$ cat src/rtl/toom3_clmul_scheduler.sv
// Sequencer for a 3x3-limb carry-less 3W x 3W multiply on one shared W x W clmul core.
// Optional macro TOOM3_SKIP_ZERO_LIMB_EN: products with an all-zero limb are skipped without using the core.
module toom3_clmul_scheduler #(
    parameter int W = 64
) (
    input  logic             clk,
    input  logic             rst,
    input  logic             start,
    input  logic [3*W-1:0]   a,
    input  logic [3*W-1:0]   b,
    output logic             busy,
    output logic             done,
    output logic [6*W-1:0]   c,
    output logic             core_start,
    output logic [W-1:0]     core_x,
    output logic [W-1:0]     core_y,
    input  logic             core_done,
    input  logic [2*W-1:0]   core_p,
    output logic [1:0]       dbg_state
);

`ifdef TOOM3_SKIP_ZERO_LIMB_EN
    localparam bit SKIP_EN = 1'b1;
`else
    localparam bit SKIP_EN = 1'b0;
`endif

    // Core handshake: core_start is a one-cycle pulse; core_x/core_y stay stable
    // until the core answers with a one-cycle core_done carrying core_p (latency >= 1).
    typedef enum logic [1:0] {IDLE, ISSUE, WAIT, DONE} state_t;

    state_t             state;
    logic [3*W-1:0]     a_q, b_q;
    logic [6*W-1:0]     acc;
    logic [3:0]         k;

    logic [3*W-1:0]     src_a, src_b;
    logic [3:0]         nk;
    logic [W-1:0]       nx, ny;
    logic               nskip;
    logic               cur_skip;
    logic [2:0]         sh;
    logic [6*W-1:0]     acc_next;
    logic               last;

    function automatic logic [1:0] idx_i(input logic [3:0] kk);
        if (kk >= 4'd6)      return 2'd2;
        else if (kk >= 4'd3) return 2'd1;
        else                 return 2'd0;
    endfunction

    function automatic logic [1:0] idx_j(input logic [3:0] kk);
        logic [3:0] r;
        r = kk - 4'd3 * {2'b00, idx_i(kk)};
        return r[1:0];
    endfunction

    function automatic logic [W-1:0] limb(input logic [3*W-1:0] v, input logic [1:0] sel);
        case (sel)
            2'd1:    return v[W +: W];
            2'd2:    return v[2*W +: W];
            default: return v[0 +: W];
        endcase
    endfunction

    // Operands for the next product; from IDLE they come straight from the inputs
    // because the latched copies are written on the same edge.
    always_comb begin
        src_a    = (state == IDLE) ? a : a_q;
        src_b    = (state == IDLE) ? b : b_q;
        nk       = (state == IDLE) ? 4'd0 : k + 4'd1;
        nx       = limb(src_a, idx_i(nk));
        ny       = limb(src_b, idx_j(nk));
        nskip    = SKIP_EN && ((nx == '0) || (ny == '0));
        cur_skip = SKIP_EN && ((core_x == '0) || (core_y == '0));
        sh       = {1'b0, idx_i(k)} + {1'b0, idx_j(k)};
        acc_next = acc ^ ({{(4*W){1'b0}}, core_p} << (W * sh));
        last     = (k == 4'd8);
    end

    assign dbg_state = state;

    always_ff @(posedge clk) begin
        if (rst) begin
            state      <= IDLE;
            busy       <= 1'b0;
            done       <= 1'b0;
            core_start <= 1'b0;
            core_x     <= '0;
            core_y     <= '0;
            c          <= '0;
            acc        <= '0;
            k          <= '0;
            a_q        <= '0;
            b_q        <= '0;
        end else begin
            core_start <= 1'b0;
            done       <= 1'b0;
            case (state)
                IDLE: begin
                    if (start) begin
                        a_q        <= a;
                        b_q        <= b;
                        acc        <= '0;
                        k          <= 4'd0;
                        core_x     <= nx;
                        core_y     <= ny;
                        core_start <= !nskip;
                        busy       <= 1'b1;
                        state      <= ISSUE;
                    end
                end
                ISSUE: begin
                    if (cur_skip) begin
                        if (last) begin
                            c     <= acc;
                            done  <= 1'b1;
                            state <= DONE;
                        end else begin
                            k          <= nk;
                            core_x     <= nx;
                            core_y     <= ny;
                            core_start <= !nskip;
                            state      <= ISSUE;
                        end
                    end else begin
                        state <= WAIT;
                    end
                end
                WAIT: begin
                    if (core_done) begin
                        acc <= acc_next;
                        if (last) begin
                            c     <= acc_next;
                            done  <= 1'b1;
                            state <= DONE;
                        end else begin
                            k          <= nk;
                            core_x     <= nx;
                            core_y     <= ny;
                            core_start <= !nskip;
                            state      <= ISSUE;
                        end
                    end
                end
                DONE: begin
                    busy  <= 1'b0;
                    state <= IDLE;
                end
                default: state <= IDLE;
            endcase
        end
    end

endmodule

$ cat config.mk
export PLATFORM = sky130hd
export DESIGN_NAME = toom3_clmul_scheduler
export DESIGN_NICKNAME = d
export VERILOG_FILES = /design/src/rtl/toom3_clmul_scheduler.sv
export SDC_FILE = /design/constraint.sdc
export NUM_CORES = 2
export LEC_CHECK = 0
export BUFFER_PORTS_ARGS = -buffer_cell sky130_fd_sc_hd__clkbuf_2
export CAP_MARGIN = 20
export CELL_PAD_IN_SITES_DETAIL_PLACEMENT = 0
export CELL_PAD_IN_SITES_GLOBAL_PLACEMENT = 1
export CORE_AREA = 4 4 398 400
export CTS_CLUSTER_SIZE = 25
export DETAILED_ROUTE_END_ITERATION = 7
export DIE_AREA = 0 0 402 404
export PLACE_DENSITY_LB_ADDON = 0.1
export RECOVER_POWER = 25
export SYNTH_ARGS = -nofsm -noshare
export SYNTH_HDL_FRONTEND = slang
export SYNTH_SLANG_ARGS = --single-unit
$ cat constraint.sdc
create_clock -name clk -period 4.13 [get_ports clk]
set_clock_uncertainty 0.2 [all_clocks]
set_input_delay 0.413 -clock clk [delete_from_list [all_inputs] [get_ports clk]]
set_output_delay 0.413 -clock clk [all_outputs]
set_load 0.1 [all_outputs]
==> metrics.csv <==
stage;metric;value;unit
placement;PortBufs;1032;
sta;RSZ-0062 raised after global routing;false;
outcome;run status;complete, but fails checks;
grt;via count of the first global-routing pass;58900;
sta;Final Max Slew Viols;154;
worst_setup_path;Critical Path Start Type;flop;
yosys;Synth top area share;0.4227;
worst_setup_path;WP data arrival;4450;ps
yosys;Post-Synthesis Cells;7449;
sta;Final Hold Viols;0;
sta;Final Cycle Share;0.9514;
worst_setup_path;Reg-to-Reg End;c[300];
clocking;clk_lat worst skew;780;ps
yosys;top-count cell post-synth;nand2_1;
placement;Post-DP HPWL;170.4;mm
floorplanning;Initial Utilization;0.3931;
clocking;CTS tree;built;
sta;Worst Max-Slew Pin Slew;2136;ps
floorplanning;die width;402;microns
worst_setup_path;critical path peak fanout;27;
worst_setup_path;WS Path Type;flop to flop;
floorplanning;Row Count;145;
layout;Layout area overhead;29.61;%
worst_setup_path;worst r2r src;k[0];
pwr;Worst VDD drop;401.8;uV
placement;routability cong.;0.8700;
worst_setup_path;FF-to-FF path depth;15;
layout;share of cells above drive strength 1;0.1597;
sta;Slew Limit Headroom;-0.4240;
route;DRT antenna net count;0;
outcome;failing checks;capacitance limit, slew limit;
min_path;hold depth;4;
clocking;Setup Fix Bufs, Post-CTS;0;
sta;final setup TNS;0;ps
yosys;EDFF count, synth;0;
job;MaxCap Viol Count;8;
floorplanning;Core Region;155300;sq um
sta;final setup violating endpoints;0;
worst_setup_path;Critical Path Sink Type;flop;
worst_setup_path;crit-path max cell delay;510;ps
yosys;Yosys reg bits;1289;
clocking;CTS sink cnt;1289;
route;post-DR vias/cell;5.712;
floorplanning;Die H;404;microns
sta;Max Fclk;254.5;MHz
clocking;clock-pin slew on the worst setup and hold paths;60;ps
layout;# nets final;9228;
worst_setup_path;Slowest-stage cell, CP;a2111oi_1;
yosys;Synth async-reset ratio;0;
yosys;syn nets;7975;
route;DRC;0;
clocking;root buffer cell;clkbuf_16;
clocking;Clock Path Buffers;3;
yosys;fraction of the yosys area taken by sequential cells;0.4227;
grt;grt total ovfl;0;
grt;pin count of the biggest net entering global routing;194;
worst_setup_path;worst path required time;4650;ps
grt;first-pass GRT wire length;380.0;mm
grt;GRT Total Usage;0.2990;
floorplanning;I/O Pins;1033;
route;drt wl/cell;23.34;microns
min_path;Worst Hold Class;input port to flop;
yosys;leading area contributor after synthesis;dfxtp_1;
yosys;Synth top cells by count;1416 x nand2_1, 1289 x dfxtp_1, 536 x clkbuf_1;
route;initial DRC count;4909;
floorplanning;Die ar.;162400;sq um
worst_setup_path;Cell Chain, Critical Path;buf_4 > ha_1 > nand2b_1 > a21oi_2 > ha_1 > ha_1 > xor2_1 > ha_4 > xnor2_4 > xor2_4 > buf_12 > buf_12 > nand4_1 > a2111oi_1 > a311o_1;
clocking;htree depth;4;
min_path;Hold Startpoint;core_p[79];
clocking;total CTS buffers;154;
yosys;YS warnings;0;
worst_setup_path;CP dominant cell by count;ha_1;
sta;Tmin final;3929;ps
worst_setup_path;Reg2Reg Setup Slack;200;ps
pwr;Pwr Density;400.3;nW/um^2
yosys;Cell variety after synth;52;
route;Post-Route WL;255.1;mm
route;total number of vias;62430;
grt;initial antenna violation count;61;
route;first drt pass iteration count;5;
yosys;post-synthesis average cell area;8.196;sq um
yosys;Synth area leaders;dfxtp_1 42%, nand2_1 8.7%, mux2_2 4.7%;
yosys;mapped cell area;61050;sq um
yosys;Synth Flop Type;dfxtp_1;
pwr;Power, Total;31.67;mW
pwr;cell leakage power;28.24;nW
min_path;Endpoint, Worst Hold;c[271];
## area by class of cell
class / instances / area (sq um)
Fill cell: 15020 / 76170
Multi-Input combinational cell: 5346 / 32210
Sequential cell: 1289 / 25800
Timing Repair Buffer: 1839 / 12990
Clock buffer: 234 / 4621
Tap cell: 2058 / 2575
Clock inverter: 43 / 531.8
Inverter: 72 / 270.3
Antenna cell: 49 / 122.6
## flip-flops by register name, indices dropped and copies added, names as in the netlist
register	count
done	1
core_y	64
acc	384
c	384
core_x	64
b_q	192
core_start	1
a_q	192
busy	1
k	4
dbg_state	2
## power breakdown
part	internal [mW]	leakage, nW	switching (mW)
sequential	12.8	10.5	0.217
clock	8.17	2.52	5.74
combinational	1.48	15.3	3.23
total	22.5	28.2	9.18
## layer usage
metal | vias up | wire, microns | track usage
met2 | 2232 | 114500 | 0.4703
met5 | - | 183 | 0
li1 | 29630 | - | -
met3 | 457 | 19210 | 0.06478
met1 | 30080 | 109500 | 0.3955
met4 | 30 | 11710 | 0.1301
## what timing repair did
item,4_1_cts,5_1_grt
resized for setup,0,5
hold buffers,509,0
endpoints found under the hold margin,751,0
setup endpoints to repair,0,31
## kinds of logic after synthesis
kind of cell	Yosys count	share of synthesized area
buffers and inverters	814	0.05280
adders and majority gates	10	0.002050
DFF	1289	0.4227
xor gates and xnor gates	326	0.04732
AOI/OAI and AO/OA	2061	0.2303
and+or+nand+nor	2691	0.1973
muxes	258	0.04755
## worst max path at each step
stage | start | to | cells past startpoint
after floorplan | dbg_state[1] | core_y[58] | 15
after global placement | k[0] | acc[129] | 16
after detailed placement | k[0] | c[299] | 15
after CTS | k[0] | c[302] | 15
after global routing | k[0] | c[300] | 15
final | k[0] | c[300] | 15
## cell usage in the layout, fill, tap and decap left out, drive strengths merged, types with 256 or more instances in the layout
cell type    synthesis  final
a211oi             320    320
a21oi              458    458
a31oi              448    448
buf                206    298
clkbuf             536   1266
dfxtp             1289   1289
dlygate4sd3          0    509
mux2               256    256
nand2             1416   1416
nand3              450    450
nor2               340    340
xor2               259    259
## worst max-delay path: cells and delay by family, from the launching register on
family,cells,cell delay (ps)
adder cells (fa/ha/maj),4,950
AO/OA/AOI/OAI,3,830
XOR/XNOR,3,690
buffers and inverters,3,590
flip-flops,1,320
AND/OR/NAND/NOR,2,280
## per-stage QoR
| step | worst slack (ps) | cell area, sq um | utilization | instances | hold WS (ps) |
|---|---|---|---|---|---|
| 6_report | 200.9 | 79130 | 0.5095 | 10930 | 63.72 |
| 5_1_grt | 27.96 | 79090 | 0.5093 | 10920 | 59.66 |
| 4_1_cts | 166.2 | 79560 | 0.5123 | 10880 | 1.254 |
| 3_5_place_dp | 172.8 | 69320 | 0.4463 | 10100 | 243.1 |
| 3_3_place_gp | 191.7 | 69320 | 0.4463 | 10100 | 237.8 |
| 2_1_floorplan | 3.922 | 61050 | - | 7449 | 232.0 |
Note: power is estimated with default switching activity, not from simulation.
